<file path="config.mk">
export PLATFORM = sky130hd
export DESIGN_NAME = mux2x1_out_buffer_flat
export DESIGN_NICKNAME = d
export VERILOG_FILES = /design/src/rtl/mux2x1_out_buffer_if.sv /design/src/rtl/mux2x1_out_buffer.sv /design/src/flat_wrapper.sv
export SDC_FILE = /design/constraint.sdc
export NUM_CORES = 1
export LEC_CHECK = 0
export CORE_ASPECT_RATIO = 0.9
export CORE_UTILIZATION = 50
export DETAILED_ROUTE_END_ITERATION = 10
export PLACE_DENSITY = 0.77
export SLEW_MARGIN = 20
export SYNTH_ARGS = -nofsm -noshare
export SYNTH_HDL_FRONTEND = slang
export SYNTH_SLANG_ARGS = --single-unit
</file>
<file path="constraint.sdc">
create_clock -name clk -period 2.95 [get_ports clk]
set_input_delay 0.885 -clock clk [delete_from_list [all_inputs] [get_ports clk]]
set_output_delay 0.885 -clock clk [all_outputs]
set_load 0.01 [all_outputs]
</file>
<file path="src/rtl/mux2x1_out_buffer_if.sv">
// Valid/ready capture and consume channels of the mux output buffer.
// The buffer sits on the slave side. The producer and consumer environment sits on the master side.
interface mux2x1_out_buffer_if #(
    parameter int WIDTH = 4
);
    logic             in_valid;
    logic [WIDTH-1:0] in_data;
    logic             in_sel;
    logic             in_ready;
    logic             out_valid;
    logic [WIDTH-1:0] out_data;
    logic             out_sel;
    logic             out_ready;

    modport slave (
        input  in_valid, in_data, in_sel, out_ready,
        output in_ready, out_valid, out_data, out_sel
    );

    modport master (
        output in_valid, in_data, in_sel, out_ready,
        input  in_ready, out_valid, out_data, out_sel
    );
endinterface

</file>
<file path="src/rtl/mux2x1_out_buffer.sv">
// Capture FIFO for 2x1 mux results, storing {sel,data} pairs.
// It also keeps saturating drop and sel1 statistics.
module mux2x1_out_buffer #(
    parameter int WIDTH = 4,
    parameter int DEPTH = 4,
    parameter int CNTW  = 8
) (
    input  logic                     clk,
    input  logic                     rst,
    mux2x1_out_buffer_if.slave       bus,
    output logic [$clog2(DEPTH):0]   count,
    output logic                     full,
    output logic                     empty,
    output logic [CNTW-1:0]          drop_cnt,
    output logic [CNTW-1:0]          sel1_cnt
);
    localparam int AW = $clog2(DEPTH);

    logic [WIDTH:0]  mem_q [DEPTH];
    logic [AW-1:0]   wr_ptr_q, wr_ptr_d;
    logic [AW-1:0]   rd_ptr_q, rd_ptr_d;
    logic [AW:0]     count_q,  count_d;
    logic [CNTW-1:0] drop_q,   drop_d;
    logic [CNTW-1:0] sel1_q,   sel1_d;
    logic            full_w, empty_w, push, pop;

    assign full_w  = (count_q == (AW+1)'(DEPTH));
    assign empty_w = (count_q == '0);
    // Handshake status is decoded from registered count only.
    assign push    = bus.in_valid & ~full_w;
    assign pop     = bus.out_ready & ~empty_w;

    always_comb begin
        wr_ptr_d = wr_ptr_q;
        rd_ptr_d = rd_ptr_q;
        count_d  = count_q;
        drop_d   = drop_q;
        sel1_d   = sel1_q;
        if (push)
            wr_ptr_d = wr_ptr_q + AW'(1);
        if (pop)
            rd_ptr_d = rd_ptr_q + AW'(1);
        if (push && !pop)
            count_d = count_q + (AW+1)'(1);
        else if (pop && !push)
            count_d = count_q - (AW+1)'(1);
        if (bus.in_valid && full_w && !(&drop_q))
            drop_d = drop_q + CNTW'(1);
        if (push && bus.in_sel && !(&sel1_q))
            sel1_d = sel1_q + CNTW'(1);
    end

    always_ff @(posedge clk or posedge rst) begin
        if (rst) begin
            wr_ptr_q <= '0;
            rd_ptr_q <= '0;
            count_q  <= '0;
            drop_q   <= '0;
            sel1_q   <= '0;
        end else begin
            wr_ptr_q <= wr_ptr_d;
            rd_ptr_q <= rd_ptr_d;
            count_q  <= count_d;
            drop_q   <= drop_d;
            sel1_q   <= sel1_d;
        end
    end

    // Storage is intentionally not reset; contents are don't-care until written.
    always_ff @(posedge clk) begin
        if (push)
            mem_q[wr_ptr_q] <= {bus.in_sel, bus.in_data};
    end

    assign bus.in_ready  = ~full_w;
    assign bus.out_valid = ~empty_w;
    assign bus.out_data  = mem_q[rd_ptr_q][WIDTH-1:0];
    assign bus.out_sel   = mem_q[rd_ptr_q][WIDTH];
    assign count         = count_q;
    assign full          = full_w;
    assign empty         = empty_w;
    assign drop_cnt      = drop_q;
    assign sel1_cnt      = sel1_q;
endmodule

</file>
<file path="src/flat_wrapper.sv">
// flat-port wrapper written by rule: the top's interface ports become plain ports
module mux2x1_out_buffer_flat 
#(
    parameter int WIDTH = 4,
    parameter int DEPTH = 4,
    parameter int CNTW  = 8
)
  (clk, rst, count, full, empty, drop_cnt, sel1_cnt, bus_in_valid, bus_in_data, bus_in_sel, bus_out_ready, bus_in_ready, bus_out_valid, bus_out_data, bus_out_sel);
  mux2x1_out_buffer_if #(.WIDTH(WIDTH)) bus_i ();
  input  logic clk;
  input  logic rst;
  output logic [$clog2(DEPTH):0] count;
  output logic full;
  output logic empty;
  output logic [CNTW-1:0] drop_cnt;
  output logic [CNTW-1:0] sel1_cnt;
  input wire logic [$bits(bus_i.in_valid)-1:0] bus_in_valid;
  input wire logic [$bits(bus_i.in_data)-1:0] bus_in_data;
  input wire logic [$bits(bus_i.in_sel)-1:0] bus_in_sel;
  input wire logic [$bits(bus_i.out_ready)-1:0] bus_out_ready;
  output wire logic [$bits(bus_i.in_ready)-1:0] bus_in_ready;
  output wire logic [$bits(bus_i.out_valid)-1:0] bus_out_valid;
  output wire logic [$bits(bus_i.out_data)-1:0] bus_out_data;
  output wire logic [$bits(bus_i.out_sel)-1:0] bus_out_sel;
  assign bus_i.in_valid = bus_in_valid;
  assign bus_i.in_data = bus_in_data;
  assign bus_i.in_sel = bus_in_sel;
  assign bus_i.out_ready = bus_out_ready;
  assign bus_in_ready = bus_i.in_ready;
  assign bus_out_valid = bus_i.out_valid;
  assign bus_out_data = bus_i.out_data;
  assign bus_out_sel = bus_i.out_sel;
  mux2x1_out_buffer #(.WIDTH(WIDTH), .DEPTH(DEPTH), .CNTW(CNTW)) u_core (.clk(clk), .rst(rst), .bus(bus_i), .count(count), .full(full), .empty(empty), .drop_cnt(drop_cnt), .sel1_cnt(sel1_cnt));
endmodule
</file>
==> impl_metrics.ini, run 1 <==
[floorplanning]
start_util_pct = 52.3
io_pins = 37
dieHeight_um = 61.3
core_area_mm2 = 0.00373
die_w_um = 67.9
rows = 21
die_area_mm2 = 0.00416

[job]
cap_violations = 0

[cts]
cts.sinks = 43
cts_tree = done
cts_setup_buffers = 0
clock_path_buffers = 2
h-tree-depth = 2
path_clk_slew_ns = 0.08
postCtsHoldBufs = 0
insertion_delay_ns = 0.29
root_buffer = clkbuf_8
postCtsResizedCells = 0
numCtsBuffers = 5

[sta]
hold_violations = 0
report.final.slew_viol_count = 0
setup_viol = 0
tightest_slew_ns = 0.430
max_freq_mhz = 352
clock_skew_ns = 0.00543
timing.slew.headroom_pct = 71.4
rsz0062_at_grt = no
whs_ns = 0.521
fin_crit_sh_pct = 96.3
fin_tns_setup_ns = 0
layout_min_cycle_time_ns = 2.84

[run_status]
status = complete, no violations

[setup_path]
cp_cell_sequence = mux4_2 -> clkdlybuf4s50_1
worst-path-buf-inv = 1
worstSetupStartpointType = flop
cpMaxStageDelayCell = dfrtp_1
critPathRequiredTime_ns = 2.07
slowest_delay_ns = 0.61
worstPathMaxFanout = 7
endpoint_kind = output pin
arrival_ns = 1.96
path_delay_family = flip-flops
critPathKind = flop to output pin

[yosys]
ys_types = 35
syn-instance-count = 145
syn_avg_cell_area_um2 = 13.5
synth_xor_area_share_pct = 5.38
synthArstFlopShare_pct = 53.5
synth_compound_area_share_pct = 3.27
synth_nets = 162
synth-simple-area-share_pct = 13.8
synthMuxAreaShare_pct = 9.23
synth_top_family_by_area = simple AND/OR/NAND/NOR gates
synth-edff-count = 20
yosysTopAreaCell = edfxtp_1
yosysSeqAreaShare_pct = 60.3
synth_ff_type = dfrtp_1
synth_top_area_share_pct = 30.8
synth.area.top_cells = edfxtp_1 (31%), dfrtp_1 (29%), mux4_2 (5.8%), ha_1 (4.5%), mux2_1 (2.9%)
syn_area_mm2 = 0.00195
synthAdderAreaFrac_pct = 5.51
yosys_register_bits = 43
yosysWarnings = 0

[global_route]
grt_max_degree = 24
grt_pass1_vias = 1212
track_usage_pct = 18.8
overflow = 0
antenna_found_initial = 0
grt_pass1_wl_mm = 5.51

[route]
ant_nets = 0
dr.pass1.iters = 4
drtIter0Drc = 84
vias = 1248
wl_per_cell_um = 14.9
post-route-drc-count = 0
viasPerCell = 5.33
routed_wl_mm = 3.49

[pwr]
p_leak_nw = 0.979
peakVddDrop_uv = 632
powerDensity_mw_per_mm2 = 912

[final_layout]
nets = 204
multiInputGateArea_um2 = 726
drive_gt1_share_pct = 10.1
diodes = 0
regArea_mm2 = 0.00118
synthToLayoutAreaGrowth_pct = 25.9
num-fill-cells = 262

[place]
hpwl_mm = 2.58
gp_congestion = 0.772
io_buffers = 36

[min_path]
hold_path_class = flop to flop
==> logic make-up after synthesis <==
family	count (synthesis)
AO/OA/AOI/OAI	11
multiplexers	11
flip-flops	43
adder cells (fa/ha/maj)	8
XOR/XNOR	12
AND/OR/NAND/NOR	49
buffers and inverters	11
==> flip-flops by register name (all words and copies together) (netlist names) <==
signal           flops
u_core.drop_cnt      8
u_core.rd_ptr_q      2
u_core.wr_ptr_q      2
u_core.count         3
u_core.sel1_cnt      8
u_core.mem_q        20
==> where the power goes <==
group          internal [mW]  leakage [nW]  total, mW  switching (mW)
Sequential             0.804         0.474       1.00           0.197
Combinational          0.514         0.465      0.876           0.362
Clock                  0.165        0.0402      0.364           0.199
Total                   1.48         0.979       2.24           0.758
==> cells in the mapped netlist, drive strengths merged (2+ instances only) <==
library cell / n
nor2: 8
xnor2: 6
mux2: 6
nand3b: 2
nand4: 2
clkbuf: 2
nand2: 11
a21oi: 5
buf: 2
ha: 7
mux4: 5
dfrtp: 23
nor3: 3
inv: 7
o21ai: 2
edfxtp: 20
and3: 5
nand3: 9
o21a: 2
xor2: 6
==> final timing paths <==
path,start,to,slack [ns],depth (start not counted)
worst max-delay path,u_core.rd_ptr_q[0],bus_out_sel,0.11,2
worst min-delay path,u_core.sel1_cnt[0],u_core.sel1_cnt[0],0.52,1
worst max register to register,u_core.count[1],u_core.count[1],0.62,6
worst min register to register,u_core.sel1_cnt[0],u_core.sel1_cnt[0],0.52,1
max in group asynchronous,rst,u_core.wr_ptr_q[0],1.79,3
min in group asynchronous,rst,u_core.sel1_cnt[6],0.93,3
==> stage by stage <==
| step | cell area, µm² | setup slack, ns | power (mW) | util [%] | cells |
|---|---|---|---|---|---|
| 2_1_floorplan | 1950 | 0.659 | 1.47 | - | 145 |
| 3_3_place_gp | 2370 | 0.325 | 1.85 | 63.5 | 226 |
| 3_5_place_dp | 2370 | 0.279 | 1.90 | 63.5 | 226 |
| 4_1_cts | 2460 | 0.0883 | 2.27 | 65.9 | 234 |
| 5_1_grt | 2460 | 0.00672 | 2.39 | 65.9 | 234 |
| 6_report | 2460 | 0.110 | 2.24 | 65.9 | 234 |
==> cells in the final DEF (no fill, tap or decap) <==
cell type | netlist | routed
and3_1 | 5 | 5
nand3_1 | 8 | 8
a211oi_1 | 1 | 1
a31oi_1 | 1 | 1
nor4_1 | 1 | 1
buf_4 | 0 | 3
mux2_1 | 5 | 5
mux4_2 | 5 | 5
edfxtp_1 | 20 | 20
fa_1 | 1 | 1
clkinv_2 | 0 | 1
clkinvlp_4 | 0 | 2
or3b_1 | 1 | 1
nand4bb_1 | 1 | 1
a21oi_1 | 5 | 5
o21a_1 | 2 | 2
nand3_2 | 1 | 1
clkdlybuf4s50_1 | 0 | 36
o21ai_1 | 2 | 2
nand2_1 | 11 | 11
dfrtp_1 | 23 | 23
xor2_1 | 6 | 6
clkbuf_8 | 0 | 5
and2_1 | 1 | 1
or2_2 | 1 | 1
inv_1 | 7 | 7
xnor2_1 | 6 | 6
nand3b_1 | 2 | 2
nor3b_1 | 1 | 1
ha_1 | 7 | 7
and4_1 | 1 | 1
nor3_1 | 3 | 3
nand4_1 | 2 | 2
nor2_1 | 8 | 8
or3_1 | 1 | 1
and4bb_1 | 1 | 1
mux2_2 | 1 | 1
==> final cells by class <==
type                    instances  share of cell area [%]
inverters                       7                    1.07
repair buffers                 39                    15.6
flip-flops and latches         43                    47.9
well taps                      46                    2.34
multi-input cells              91                    29.5
clock inverters                 3                   0.815
clock buffers                   5                    2.80
==> layer usage <==
layer	share of wire, %	up-vias	GRT usage (%)
met1	47	608	25.2
met2	48	27	30.1
li1	-	608	-
met3	3.1	5	4.26
met4	1.0	0	7.44
met5	0	-	0
Power figures use the tool's default switching activity.
==> run 2, diff against run 1 <==
clock period = 2.7 ns   (was 2.95 ns; I/O delays follow)
==> run 2 against run 1 <==
Clock-buffer cell count is the same; clock power up 9.6%; via count rose by 0.64%; hold slack improved by 0.00096 ns; routed wire length rose by 0.72%; critical path depth increased by 1; combinational power up 12%; clock skew is 0.0012 ns lower; register-to-register slack got worse by 0.13 ns.
==> impl_metrics.ini, run 2 (synthesized netlist as in run 1, its figures left out) <==
[sta]
layout_min_cycle_time_ns = 2.63
hold_violations = 0
fin_tns_setup_ns = 0
setup_viol = 0
max_freq_mhz = 380
rsz0062_at_grt = no
timing.slew.headroom_pct = 74.8
report.final.slew_viol_count = 0
tightest_slew_ns = 0.376
clock_skew_ns = 0.00428
fin_crit_sh_pct = 97.4

[pwr]
powerDensity_mw_per_mm2 = 1000
peakVddDrop_uv = 707
p_leak_nw = 0.982

[setup_path]
worst-r2r-setup-slack_ns = 0.49
slowest_delay_ns = 0.53
ff2ff_path_depth = 6
worstSetupStartpointType = flop
cp_cell_sequence = or3b_4 -> inv_1 -> clkdlybuf4s50_1
rr_startpoint = u_core.count[1]
arrival_ns = 1.82
cpMaxStageDelayCell = clkdlybuf4s50_1
critPathKind = flop to output pin
critPathRequiredTime_ns = 1.89
worstPathMaxFanout = 9
worst-path-buf-inv = 2
path_delay_family = buffers and inverters
endpoint_kind = output pin
regToRegEndpoint = u_core.count[1]

[min_path]
min_from = u_core.sel1_cnt[0]
holdPathStages = 1
hold_path_class = flop to flop
hold-path-endpoint = u_core.sel1_cnt[0]

[route]
viasPerCell = 5.34
post-route-drc-count = 0
dr.pass1.iters = 4
ant_nets = 0
wl_per_cell_um = 15.0
vias = 1256
drtIter0Drc = 102
routed_wl_mm = 3.51

[global_route]
grt_pass1_wl_mm = 5.51
track_usage_pct = 18.8
grt_max_degree = 24
grt_pass1_vias = 1212
antenna_found_initial = 0
overflow = 0

[place]
gp_congestion = 0.772
hpwl_mm = 2.58
io_buffers = 36
placed_cell_area_mm2 = 0.00237

[cts]
cts.sinks = 43
path_clk_slew_ns = 0.08
cts_tree = done
root_buffer = clkbuf_8
postCtsHoldBufs = 0
h-tree-depth = 2
numCtsBuffers = 5
clock_path_buffers = 2
insertion_delay_ns = 0.29

[final_layout]
largest_reg_flops = 20
final_cell_mix = clkdlybuf4s50_1 (36), dfrtp_1 (20), edfxtp_1 (20), nand2_1 (11)
top_register = u_core.mem_q
diodes = 0
num-fill-cells = 262
design_area_mm2 = 0.00247
layout_commonest_cell = clkdlybuf4s50_1
synthToLayoutAreaGrowth_pct = 26.6
drive_gt1_share_pct = 12.7
nets = 205

[floorplanning]
dieHeight_um = 61.3
core_area_mm2 = 0.00373
start_util_pct = 52.3
die_area_mm2 = 0.00416
rows = 21
io_pins = 37
die_w_um = 67.9

[run_status]
status = complete, no violations

[job]
cap_violations = 0
## run 2: changes by cell type in the layout (fill, tap and decap cells not counted)
cell     change
dfrtp_1      -3
or3b_4       +1
dfrtp_2      +3
or3b_1       -1
buf_4        +1
## run 2: power by group
part	leakage [nW]	total, mW	switching, mW	internal [mW]
Clock	0.0402	0.399	0.219	0.180
Sequential	0.471	1.10	0.213	0.884
Combinational	0.471	0.980	0.402	0.578
## run 2: area by class of cell
| class | instances | area [µm²] | share of cell area [%] |
|---|---|---|---|
| clock inverter | 3 | 20.0 | 0.810 |
| clock buffer | 5 | 68.8 | 2.78 |
| inverter | 7 | 26.3 | 1.06 |
| timing repair buffer | 40 | 390 | 15.8 |
| multi-input combinational | 91 | 728 | 29.5 |
| sequential | 43 | 1180 | 47.7 |
| tap | 46 | 57.6 | 2.33 |
## run 2: timing repair
item / CTS / global route
endpoints found under the setup margin: 6 / 5
resized for setup: 2 / 2
setup buffers: 0 / 1
## run 2: routing by layer
layer	track usage, %	part of all wire, %	up-vias
li1	-	-	608
met1	25.2	47	616
met2	30.1	48	27
met3	4.26	3.2	5
met4	7.44	1.0	0
met5	0	0	-
## run 2: worst max path at each step
stage                         start         endpoint  depth (start not counted)
floorplan           u_core.count[1]  u_core.count[1]                          8
global placement       bus_in_valid  u_core.count[2]                          8
detailed placement     bus_in_valid  u_core.count[2]                          8
CTS                 u_core.count[1]             full                          3
global route        u_core.count[1]             full                          3
finish              u_core.count[1]             full                          3
## run 2: worst reg2reg max path: stages, from the launching register on
cell,delay (ns)
dfrtp_2,0.46
or3b_4,0.47
and2_1,0.20
ha_1,0.20
inv_1,0.08
fa_1,0.42
mux2_2,0.27
## run 2: metrics by stage
stage	util [%]	setup slack [ns]	hold slack, ns	power [mW]	cells
4_1_cts	66.0	0.0380	0.527	2.48	234
6_report	66.2	0.0690	0.522	2.48	235
3_3_place_gp	63.5	0.150	0.500	2.02	226
3_5_place_dp	63.5	0.104	0.511	2.08	226
5_1_grt	66.2	0.00264	0.542	2.63	235
2_1_floorplan	-	0.409	0.538	1.60	145
